File: config.mk
export PLATFORM = sky130hd
export DESIGN_NAME = lock_controller
export DESIGN_NICKNAME = d
export VERILOG_FILES = /design/src/rtl/lock_controller.sv
export SDC_FILE = /design/constraint.sdc
export NUM_CORES = 1
export LEC_CHECK = 0
export CAP_MARGIN = 20
export CORE_MARGIN = 4
export CORE_UTILIZATION = 34
export DETAILED_ROUTE_END_ITERATION = 10
export GPL_TIMING_DRIVEN = 1
export HOLD_SLACK_MARGIN = 0.02
export SLEW_MARGIN = 20
export SYNTH_ARGS = -nofsm -noshare
export SYNTH_HDL_FRONTEND = slang
export SYNTH_SLANG_ARGS = --single-unit
File: constraint.sdc
create_clock -name clk -period 4.65 [get_ports clk]
set_clock_uncertainty 0.05 [all_clocks]
set_input_delay 0.93 -clock clk [delete_from_list [all_inputs] [get_ports clk]]
set_output_delay 0.93 -clock clk [all_outputs]
set_load 0.005 [all_outputs]
File: src/rtl/lock_controller.sv
// Two-button electronic lock sequencer.
// Collects CODE_LEN-digit entries and compares each one with a programmable code.
// Runs the timed unlock window, applies lockout after repeated mismatches, and
// discards an entry that stalls mid-way. The code can be reprogrammed only
// while the lock is open.
module lock_controller #(
  parameter int                     CODE_LEN     = 5,
  parameter logic [CODE_LEN-1:0]    DEFAULT_CODE = CODE_LEN'(5'b01011),
  parameter int                     MAX_FAIL     = 3,
  parameter int                     UNLOCK_CYC   = 8,
  parameter int                     LOCKOUT_CYC  = 16,
  parameter int                     TIMEOUT_CYC  = 32
) (
  input  logic                          clk,
  input  logic                          reset,
  input  logic                          b0,
  input  logic                          b1,
  input  logic                          lock_now,
  input  logic                          prog_en,
  input  logic [CODE_LEN-1:0]           new_code,
  output logic                          unlock,
  output logic                          lockout,
  output logic                          err,
  output logic                          busy,
  output logic [$clog2(MAX_FAIL+1)-1:0] fail_cnt
);

  localparam int CNT_W   = $clog2(CODE_LEN + 1);
  localparam int FAIL_W  = $clog2(MAX_FAIL + 1);
  localparam int IDL_W   = $clog2(TIMEOUT_CYC + 1);
  localparam int TMR_MAX = (UNLOCK_CYC > LOCKOUT_CYC) ? UNLOCK_CYC : LOCKOUT_CYC;
  localparam int TMR_W   = $clog2(TMR_MAX + 1);

  // The entry completes on the press that arrives while CNT_LAST digits are already held.
  localparam logic [CNT_W-1:0]  CNT_LAST  = CNT_W'(CODE_LEN - 1);
  localparam logic [FAIL_W-1:0] FAIL_LAST = FAIL_W'(MAX_FAIL - 1);
  localparam logic [IDL_W-1:0]  IDL_LAST  = IDL_W'(TIMEOUT_CYC - 1);
  // Window timers are loaded with (length - 1). The state is left on the edge where the timer reads 0.
  localparam logic [TMR_W-1:0]  UNL_LOAD  = TMR_W'(UNLOCK_CYC - 1);
  localparam logic [TMR_W-1:0]  LO_LOAD   = TMR_W'(LOCKOUT_CYC - 1);

  localparam logic [1:0] S_IDLE     = 2'd0;
  localparam logic [1:0] S_ENTRY    = 2'd1;
  localparam logic [1:0] S_UNLOCKED = 2'd2;
  localparam logic [1:0] S_LOCKOUT  = 2'd3;

  logic [1:0]          state_q, state_d;
  logic [CODE_LEN-1:0] entry_q, entry_d;
  logic [CNT_W-1:0]    cnt_q,   cnt_d;
  logic [IDL_W-1:0]    idle_q,  idle_d;
  logic [TMR_W-1:0]    tmr_q,   tmr_d;
  logic [CODE_LEN-1:0] code_q,  code_d;
  logic [FAIL_W-1:0]   fail_q,  fail_d;
  logic                err_d;

  logic                unlock_q, lockout_q, err_q, busy_q;

  logic                press;
  logic [CODE_LEN-1:0] entry_base;
  logic [CNT_W-1:0]    cnt_base;
  logic [CODE_LEN-1:0] shifted;

  // A press is exactly one button held down. The digit value is b1.
  assign press      = b0 ^ b1;
  // In IDLE the first digit starts from an empty entry, so CODE_LEN==1 also works.
  assign entry_base = (state_q == S_ENTRY) ? entry_q : '0;
  assign cnt_base   = (state_q == S_ENTRY) ? cnt_q   : '0;
  assign shifted    = CODE_LEN'({entry_base, b1});

  // Next-state and datapath decisions for the lock sequence.
  always_comb begin
    // NOTE: every signal gets a default before the case, so no path can infer a latch.
    state_d = state_q;
    entry_d = entry_q;
    cnt_d   = cnt_q;
    idle_d  = idle_q;
    tmr_d   = tmr_q;
    code_d  = code_q;
    fail_d  = fail_q;
    err_d   = 1'b0;

    case (state_q)
      S_IDLE, S_ENTRY: begin
        if (press) begin
          idle_d = '0;
          if (cnt_base == CNT_LAST) begin
            // The entry is complete: compare it in this cycle and start a fresh entry.
            entry_d = '0;
            cnt_d   = '0;
            if (shifted == code_q) begin
              state_d = S_UNLOCKED;
              tmr_d   = UNL_LOAD;
              fail_d  = '0;
            end else begin
              err_d  = 1'b1;
              fail_d = fail_q + FAIL_W'(1);
              if (fail_q == FAIL_LAST) begin
                state_d = S_LOCKOUT;
                tmr_d   = LO_LOAD;
              end else begin
                state_d = S_IDLE;
              end
            end
          end else begin
            entry_d = shifted;
            cnt_d   = cnt_base + CNT_W'(1);
            state_d = S_ENTRY;
          end
        end else if (state_q == S_ENTRY) begin
          // A stalled entry is dropped silently. It does not count as a failure.
          if (idle_q == IDL_LAST) begin
            state_d = S_IDLE;
            entry_d = '0;
            cnt_d   = '0;
            idle_d  = '0;
          end else begin
            idle_d = idle_q + IDL_W'(1);
          end
        end
      end

      S_UNLOCKED: begin
        // lock_now overrides prog_en. Reprogramming does not extend the window.
        if (lock_now) begin
          state_d = S_IDLE;
        end else begin
          if (prog_en) code_d = new_code;
          if (tmr_q == '0) state_d = S_IDLE;
          else             tmr_d   = tmr_q - TMR_W'(1);
        end
      end

      S_LOCKOUT: begin
        if (tmr_q == '0) begin
          state_d = S_IDLE;
          fail_d  = '0;
        end else begin
          tmr_d = tmr_q - TMR_W'(1);
        end
      end

      default: state_d = S_IDLE;
    endcase
  end

  // Sequence state, entry shift register, counters and code register.
  // NOTE: sequential state uses non-blocking assignments only, so every flop samples pre-edge values.
  always_ff @(posedge clk or negedge reset) begin
    if (!reset) begin
      state_q <= S_IDLE;
      entry_q <= '0;
      cnt_q   <= '0;
      idle_q  <= '0;
      tmr_q   <= '0;
      // NOTE: the code register is a plain flop bank, so reset restores DEFAULT_CODE.
      code_q  <= DEFAULT_CODE;
      fail_q  <= '0;
    end else begin
      state_q <= state_d;
      entry_q <= entry_d;
      cnt_q   <= cnt_d;
      idle_q  <= idle_d;
      tmr_q   <= tmr_d;
      code_q  <= code_d;
      fail_q  <= fail_d;
    end
  end

  // Output flops are decoded from the next state, so each output is aligned with its state.
  always_ff @(posedge clk or negedge reset) begin
    if (!reset) begin
      unlock_q  <= 1'b0;
      lockout_q <= 1'b0;
      err_q     <= 1'b0;
      busy_q    <= 1'b0;
    end else begin
      unlock_q  <= (state_d == S_UNLOCKED);
      lockout_q <= (state_d == S_LOCKOUT);
      err_q     <= err_d;
      busy_q    <= (state_d == S_ENTRY);
    end
  end

  assign unlock   = unlock_q;
  assign lockout  = lockout_q;
  assign err      = err_q;
  assign busy     = busy_q;
  assign fail_cnt = fail_q;

endmodule

## Word-level counts from Yosys, hierarchy flattened

Cells that the tools add are included.

- Register bits: 31
- Bits of input ports: 11

- Reduce and logical (&&, ||, !) cells: 11
- Multiplexer cells: 38
- Equality and inequality tests: 15
- $add $sub $neg: 4
- Bitwise logic cells: 2

Operators with widths:

| kind | count |
|---|---|
| $mux W5 | 6 |
| $mux W2 | 12 |
| $mux W4 | 5 |
| $mux W6 | 3 |
| $mux W3 | 5 |
| $pmux W5 S3 | 1 |
| $eq A2 B2 Y1 const B | 5 |
| $ne A2 B2 Y1 const B | 4 |
| $reduce_and A4 Y1 | 2 |
| $add A6 B1 Y6 const B | 1 |
| $eq A6 B5 Y1 const B | 1 |
| $pmux W2 S3 | 1 |
| $reduce_and A3 Y1 | 2 |
| $reduce_bool A2 Y1 | 3 |
| $eq A5 B5 Y1 | 1 |
| $logic_not A5 Y1 | 1 |
| $sub A5 B1 Y5 const B | 1 |
| $eq A2 B1 Y1 const B | 2 |
| $mux W1 | 4 |
| $pmux W2 S2 | 1 |
| $add A3 B1 Y3 const B | 1 |
| $eq A3 B3 Y1 const B | 1 |
| $ne A3 B3 Y1 const B | 1 |
| $add A2 B1 Y2 const B | 1 |
| other kinds (5) | 5 |

## Longest topological paths before layout

Gate-level depths: netlist of run 1.

- Word-level depth: 8
- Gate-level depth with buffers: 10
- Gate-level depth less buffers: 9

## Worst setup path after synthesis of run 1

OpenSTA, ideal clock, no wires.

- Kind: input -> register
- Start: input port b1
- End: register tmr_q[3]
- Path slack: 2,331 ps
- Cell stages on the path: 5
- Data arrival time: 2,144 ps
- Data required time: 4,475 ps
- Buffers on the path: 1
- Cells stage by stage: xnor2_1 > or3_1 > clkbuf_1 > a22oi_4 > mux2_4

- Longest elaborated chain between the ends: 5
- Elaborated cells between the ends (all ways): 9
- Classes of those cells: 3 x eq/ne; 4 x mux; 1 x bitwise; 1 x reduce/logical

Ends and longest elaborated chain:

| element | line | source |
|---|---|---|
| from (decl) | 17 | `input logic b1,` |
| $eq A5 B5 Y1 | 90 | `if (shifted == code_q) begin` |
| $mux W5 | 90 |  |
| $mux W5 | 86 | `if (cnt_base == CNT_LAST) begin` |
| $mux W5 | 84 | `if (press) begin` |
| $pmux W5 S3 | 82 | `case (state_q)` |
| to (signal assigned) | 163 | `tmr_q <= tmr_d;` |
| to (decl) | 51 | `logic [TMR_W-1:0] tmr_q, tmr_d;` |

Several ways; a longest one is shown, not always the timed one. The select of a mux whose other input is x is not followed.
A chain may end at the register's enable or synchronous reset.

## Worst setup path after layout of run 1

- Start: input port b1
- End: register cnt_q[2]

- Longest elaborated chain between the ends: 3
- Elaborated cells between the ends (all ways): 5
- Classes of those cells: 1 x mux; 1 x bitwise; 3 x reduce/logical

Ends and longest elaborated chain:

| element | line | source |
|---|---|---|
| $xor A1 B1 Y1 * | 64 | `assign press = b0 ^ b1;` |
| $reduce_bool A2 Y1 (no source line) | n/a |  |
| $reduce_and A3 Y1 (no source line) | n/a |  |
| to (signal assigned) | 161 | `cnt_q <= cnt_d;` |
| to (decl) | 49 | `logic [CNT_W-1:0] cnt_q, cnt_d;` |

Every way passes the cells marked *; elsewhere a longest branch is shown, timed or not.

==> results list, run 1 <==
* CTS H-Tree Depth: 2
* Final worst slack: 1900 ps
* Setup crit end kind: register
* DRC marker count from the first detailed-route iteration: 75
* Filler Cell Count: 465
* Worst min-delay path category: reg2reg
- Setup repair after global routing left no endpoint under its margin.
- The critical path starts at b1.
- Worst slack on hold paths: 438 ps
* Highest cell delay on the worst timing path: 620 ps
* Pin count of the biggest net entering global routing: 32
- Via count of the first global-routing pass: 1251
- Clk buf depth: 2
* Fraction of layout cells with a size suffix above 1: 0.135
- For this run, the leading register cell type out of synthesis is sky130_fd_sc_hd__dfrtp_1.
- For this run, the register share of the synthesized area comes to 0.461.
- Fraction of synthesis flops using an asynchronous set or reset pin: 1.00
- Clock-pin slew was measured on the worst setup and hold paths at 70 ps.
- In this run the cell area of the synthesized design comes to 1690 µm².
- Crit path DAT: 2930 ps
- Data required time of the worst path: 4830 ps
- Reg-to-reg slack, setup: 1920 ps
- In this run the power density over the cells is 525 nW/µm².
* DP Cell Count: 251
- The clock period could shrink to 2750 ps.
- The placed instances occupy a cell area of 1930 µm².
* Number of gates resized after cts: 0
- Count of placed standard cells in the final layout, fillers left out: 259
- Number of max-slew violations in the final report: 0
- In this run, synthesis inferred 0 flip-flops with an integrated enable.
* TritonCTS clock tree: built
- Critical path launch point type: input pin
- Most common cell after layout, fill and taps aside: sky130_fd_sc_hd__dfrtp_1
- Global-route congestion overflow total: 0
- 17 I/O pins were placed.
- Post-detailed-route via-to-cell ratio: 5.09
* Area enclosed by the die boundary: 6160 µm²
- Avg Synthesized Cell Area: 9.88 µm²
- Standard cell core area: 4750 µm²
- Power comes to 1.07 mW.
* Fin. Hold Viols: 0
* Area fraction of the dominant cell type after synthesis: 0.415
* Measured slew at the worst slew-check pin: 731 ps
* Synthesized instance count: 171
- Highest ir drop seen on vdd: 0.248 mV
- Fmax: 364 MHz
- Post-route ant nets: 0
- The flow ran to the end, and the final reports show no timing, DRC or antenna violations.
- 1st-pass router iterations: 4
* Total setup violations reported at the end of the flow: 0
- Overall routing resource usage: 0.126
* Setup WS pre-CTS: 1620 ps
* Cell taking the most area after synthesis: sky130_fd_sc_hd__dfrtp_1
- After floorplanning, the core was divided into 25 placement rows.
- Antenna diode count: 0
- In the post-synthesis netlist, the biggest area contributors are sky130_fd_sc_hd__dfrtp_1 (41%), sky130_fd_sc_hd__dfstp_2 (4.7%), sky130_fd_sc_hd__ha_1 (4.4%), sky130_fd_sc_hd__o21ai_0 (4.1%), sky130_fd_sc_hd__nand2_1 (4.0%).
* Count of different cell masters after synthesis: 44
- Number of sinks handled by clock tree synthesis: 31
- Cell area after layout: 2040 µm²
* Type of the worst setup path: in2reg
* Yosys synthesis warning count: 0
- Half-perimeter wire length after detailed placement: 2550 µm
- Final net count: 208
- Headroom to the max-slew limit came out at 0.511.
* Origin of the worst min-delay path: cnt_q[1]$_DFFE_PN0P_
- In the finished design, the share of the clock period the worst path needs comes to 0.591.
* TritonCTS Buffers: 5
- Detailed routing inserted a total of 1318 vias.
* Leakage power total: 0.863 nW
- In this run the clock root is driven by a sky130_fd_sc_hd__clkbuf_8.
* Post-DR wirelength/cell: 13.6 µm
- The routed design has 3540 µm of wire.
- Synth-to-layout area growth: 20.7%
- Setup total negative slack: 0 ps
- First-pass GRT wire length: 5980 µm
* Cts-stage hold buffer count: 0
- In this run the vertical extent of the chip is 78.5 µm.
- Port buffering added 16 buffers.
* Remaining routing DRC violations: 0
- In this run the critical register-to-register path is launched from state_q[1]$_DFF_PN0_.
- Along the worst path, the maximum fanout reaches 10.
* Clock Latency Late Sink: 290 ps
- After clock tree synthesis, the setup repair step added 0 buffers.
* Max_cap viols: 0
* Yosys reg bits: 31
- The initial antenna violation count came to 0.
- The initial utilization of the core area, before any placement, comes to 0.355.
- Most used cells in the layout excluding fill and tap cells: sky130_fd_sc_hd__dfrtp_1 (28), sky130_fd_sc_hd__nand2_1 (18), sky130_fd_sc_hd__clkdlybuf4s50_1 (16)
* Final core utilization: 0.429
- Die width: 78.5 µm
- The signal on the critical path passes through clkdlybuf4s50_1 -> xor2_1 -> o21ai_1 -> o31ai_1 -> a22o_1.
- Nets in the synthesized netlist: 188
* Final weighted congestion in routability-driven placement: 0.777
- For this design, the slowest cell found on the critical path is sky130_fd_sc_hd__xor2_1.
## worst paths after layout
kind	end	cells after the start
worst max-delay path	cnt_q[2]$_DFFE_PN0P_	5
worst min-delay path	cnt_q[1]$_DFFE_PN0P_	2
worst max register to register	tmr_q[3]$_DFFE_PN0P_	7
worst min register to register	cnt_q[1]$_DFFE_PN0P_	2
max in group asynchronous	code_q[1]$_DFFE_PN1P_	2
min in group asynchronous	cnt_q[2]$_DFFE_PN0P_	2
## metal layers
layer	GRT usage	wire, µm
met1	0.173	1730
met2	0.181	1610
met3	0.0333	160
met4	0.0647	37
met5	0	0
## worst max-delay path: cells and delay by family
family	cells	cell delay, ps
xor+xnor	1	620
compound gates	3	800
buf+inv	1	580
## flip-flops by register name, summed over array words and instances (netlist names), 2 cells and up
| signal | count |
|---|---|
| tmr_q | 5 |
| cnt_q | 3 |
| idle_q | 6 |
| code_q | 5 |
| entry_q | 4 |
| state_q | 2 |
| fail_cnt | 2 |
## cells by family (layout without fill, tap and decap cells)
logic type      after synthesis  count (layout)  synth area share
compound gates               44              44             0.187
fa+ha+maj                     6               6            0.0444
mux                           8               8            0.0548
xor+xnor                      8               8            0.0415
simple gates                 58              58             0.176
buf+inv                      16              37            0.0356
flops                        31              31             0.461
## cell type report
type / instances / area (µm²) / share of cell area
sequential: 31 / 779 / 0.382
clock buffer: 5 / 68.8 / 0.0338
multi-input combinational: 124 / 850 / 0.417
clock inverter: 3 / 43.8 / 0.0215
tap: 67 / 83.8 / 0.0411
timing repair buffer: 17 / 168 / 0.0823
inverter: 12 / 45.0 / 0.0221
## synthesized netlist by cell type (2+ instances only)
library cell,count
sky130_fd_sc_hd__ha_1,6
sky130_fd_sc_hd__nand3_1,7
sky130_fd_sc_hd__mux2_2,6
sky130_fd_sc_hd__o31ai_1,4
sky130_fd_sc_hd__nor3_1,3
sky130_fd_sc_hd__o41ai_1,2
sky130_fd_sc_hd__nand4_1,2
sky130_fd_sc_hd__dfrtp_1,28
sky130_fd_sc_hd__a21oi_1,8
sky130_fd_sc_hd__nand3b_1,2
sky130_fd_sc_hd__nor2_1,13
sky130_fd_sc_hd__nand2_1,18
sky130_fd_sc_hd__a31oi_1,2
sky130_fd_sc_hd__inv_1,11
sky130_fd_sc_hd__a22o_1,5
sky130_fd_sc_hd__xor2_1,5
sky130_fd_sc_hd__dfstp_2,3
sky130_fd_sc_hd__clkbuf_1,4
sky130_fd_sc_hd__xnor2_1,3
sky130_fd_sc_hd__nor2b_1,2
sky130_fd_sc_hd__o21ai_0,14
## where the power goes
group | switching, mW | internal [mW]
clock | 0.110 | 0.159
sequential | 0.0829 | 0.351
combinational | 0.192 | 0.175
total | 0.385 | 0.685
Note: power is estimated with default switching activity, not from simulation.
==> inputs of run 2 (changes only) <==
clock period = 2.8 ns   (was 4.65 ns; I/O delays follow)
==> results list, run 2 (same netlist as run 1, synthesis figures left out) <==
* TritonCTS clock tree: built
- The total half-perimeter wirelength after legalization and detailed placement came to 2660 µm (+4.1%).
- The number of buffers inserted by hold repair at cts is 0 (unchanged).
- Register bank with the most flops: idle_q
* Pin count of the biggest net entering global routing: 32 (unchanged)
- Synth-to-layout area growth: 24.5%
- The remaining antenna violation count after routing is 0 (unchanged).
- Clock root cell: sky130_fd_sc_hd__clkbuf_8
- 1st-pass router iterations: 5 (+1)
* Data required time of the worst path: 2920 ps (-1910 ps)
* Post-detailed-route via-to-cell ratio: 5.12 (+0.61%)
* Setup crit end kind: register
- The highest fanout seen on the critical path came to 10 (unchanged).
* Final Total Pwr: 1.83 mW (+71%)
- Walking the worst path, the cells encountered are nor2b_1 -> nand2_1 -> ha_1 -> nand2_1 -> or3_1 -> a22oi_4 -> mux2_4.
- Critical R2R Capture: tmr_q[3]$_DFFE_PN0P_
- The number of max-slew violations in the final report is 0 (unchanged).
- Reg-to-reg slack, setup: 390 ps (-1530 ps)
- Die width: 78.5 µm (unchanged)
* Leakage power total: 0.905 nW (+4.9%)
* Setup WS pre-CTS: 322 ps (-1300 ps)
- Number of primary I/O pins: 17 (unchanged)
* Type of the worst setup path: reg2reg
- The post-detailed-route wirelength per cell is 13.6 µm (-0.69%).
- The slowest stage of the critical path belongs to the cell sky130_fd_sc_hd__dfrtp_1.
- Largest register FFs: 6 (unchanged)
* Crit path top cell by count: sky130_fd_sc_hd__nand2_1
- Min cycle time layout: 2410 ps
- Origin of the worst min-delay path: cnt_q[1]$_DFFE_PN0P_
* Number of sinks handled by clock tree synthesis: 31 (unchanged)
- Clock slew seen by the registers of the worst setup and hold paths: 70 ps (about the same)
- The relative slew slack is 0.581 (+0.0701).
* Fin. Hold Viols: 0 (unchanged)
- The initial antenna violation count was 0 (unchanged).
* Most common cell after layout, fill and taps aside: sky130_fd_sc_hd__dfrtp_1
* Number of placement rows: 25 (unchanged)
* Number of gates resized after cts: 0 (unchanged)
* Power density cells: 870 nW/µm² (+66%)
- Worst hold path cell count: 2 (unchanged)
- Area enclosed by the die boundary: 6160 µm² (unchanged)
- The total clock buffers created by CTS is 5 (unchanged).
- The number of setup buffers added after CTS is 0 (unchanged).
* Clock Latency Late Sink: 280 ps (about the same)
* Highest ir drop seen on vdd: 0.440 mV (+78%)
- Worst hold path endpoint: cnt_q[1]$_DFFE_PN0P_
- The number of antenna cells inserted was 0 (unchanged).
- Via count of the first global-routing pass: 1323 (+5.8%)
- The area of the core is 4750 µm² (unchanged).
- Number of buffer and inverter instances along the worst setup path: 0 (-1)
- Fmax: 414 MHz
- Setup repair after global routing left no endpoint under its margin.
- The sum of negative setup slack was 0 ps (unchanged).
* Global-route congestion overflow total: 0 (unchanged)
* Clk buf depth: 2 (unchanged)
- Fraction of layout cells with a size suffix above 1: 0.170 (+0.0346)
- The worst hold slack is 418 ps (-20.5 ps).
- The count of filler cells inserted in the layout came to 470 (+1.1%).
- Critical path launch point type: register
- The total wirelength of the detailed-routed design is 3620 µm (+2.4%).
* Max_cap viols: 0 (unchanged)
- The initial standard-cell utilization of the core is 0.355 (unchanged).
* DRC marker count from the first detailed-route iteration: 41 (-45%)
* Count of port buffers added during placement: 16 (unchanged)
- Result of the run: completed
* Total setup violations reported at the end of the flow: 0 (unchanged)
- The wire length of the first global-routing pass was 6300 µm (+5.3%).
- Registers with the highest flip-flop counts: idle_q x6, code_q x5, tmr_q x5
* Reg2Reg Depth: 7 (unchanged)
- CTS H-Tree Depth: 2 (unchanged)
* Launching point of the worst reg2reg path: state_q[1]$_DFF_PN0_
- The maximum single-stage delay on the critical path came to 520 ps (-100 ps).
* Overall routing resource usage: 0.129 (+0.00291)
* Crit path DAT: 2530 ps (-400 ps)
- In the layout the commonest cells are sky130_fd_sc_hd__dfrtp_1 (28), sky130_fd_sc_hd__nand2_1 (18), sky130_fd_sc_hd__clkdlybuf4s50_1 (16).
* Final net count: 216 (+3.8%)
- The transition time at the pin with the least slew margin is 627 ps (-104 ps).
- The post-route DRC violation count is 0 (unchanged).
- The weighted congestion reported at the end of routability-driven placement is 0.786 (+1.2%).
- The min-delay analysis places its worst path in the category reg2reg.
- The die height came to 78.5 µm (unchanged).
- Final Cycle Share: 0.862
- Total via count after detailed routing: 1367 (+3.7%)
- In this design, the largest share of critical-path delay is due to simple AND/OR/NAND/NOR gates.
- Final worst slack: 387 ps (-1510 ps)
==> run 2: changes by cell type in the layout (fill, tap and decap cells not counted), sizes merged <==
cell,before,now
buf,1,9
clkbuf,5,6
clkinv,2,1
==> run 2: tightest hold or removal path, cell delays in order, from the launching register on <==
cell	delay (ps)
sky130_fd_sc_hd__dfrtp_1	350
sky130_fd_sc_hd__nand2_1	50
sky130_fd_sc_hd__nand2_1	40
==> run 2: report_power, final <==
part	total, mW	switching [mW]	leakage (nW)	internal (mW)
sequential	0.705	0.122	0.387	0.583
clock	0.460	0.172	0.0612	0.288
combinational	0.665	0.346	0.457	0.319
total	1.83	0.640	0.905	1.19
==> run 2: worst max-delay path by stage <==
stage	start	to	slack, ps	depth (start not counted)
2_1_floorplan	state_q[0]$_DFF_PN0_	tmr_q[3]$_DFFE_PN0P_	530	9
3_3_place_gp	b1	tmr_q[3]$_DFFE_PN0P_	330	5
3_5_place_dp	b1	tmr_q[3]$_DFFE_PN0P_	320	5
4_1_cts	state_q[1]$_DFF_PN0_	tmr_q[3]$_DFFE_PN0P_	390	7
5_1_grt	state_q[1]$_DFF_PN0_	tmr_q[3]$_DFFE_PN0P_	130	7
6_report	state_q[1]$_DFF_PN0_	tmr_q[3]$_DFFE_PN0P_	390	7
==> run 2: layout make-up <==
class / instances / area (µm²) / share of cell area
Tap cell: 67 / 83.8 / 0.0399
Clock inverter: 2 / 35.0 / 0.0167
Timing Repair Buffer: 25 / 228 / 0.108
Multi-Input combinational cell: 124 / 850 / 0.404
Sequential cell: 31 / 779 / 0.371
Inverter: 12 / 45.0 / 0.0214
Clock buffer: 6 / 82.6 / 0.0393
==> run 2: layer usage <==
layer,track usage,vias to the layer above,part of all wire
met5,0,-,0
met4,0.0594,0,0.016
met3,0.0333,5,0.036
met2,0.193,31,0.45
met1,0.173,659,0.50
li1,-,672,-
==> run 2: metrics by stage <==
| step | area, µm² | utilization | cells |
|---|---|---|---|
| 2_1_floorplan | 1690 | - | 171 |
| 3_3_place_gp | 1990 | 0.418 | 259 |
| 3_5_place_dp | 1990 | 0.418 | 259 |
| 4_1_cts | 2100 | 0.442 | 267 |
| 5_1_grt | 2100 | 0.442 | 267 |
| 6_report | 2100 | 0.442 | 267 |
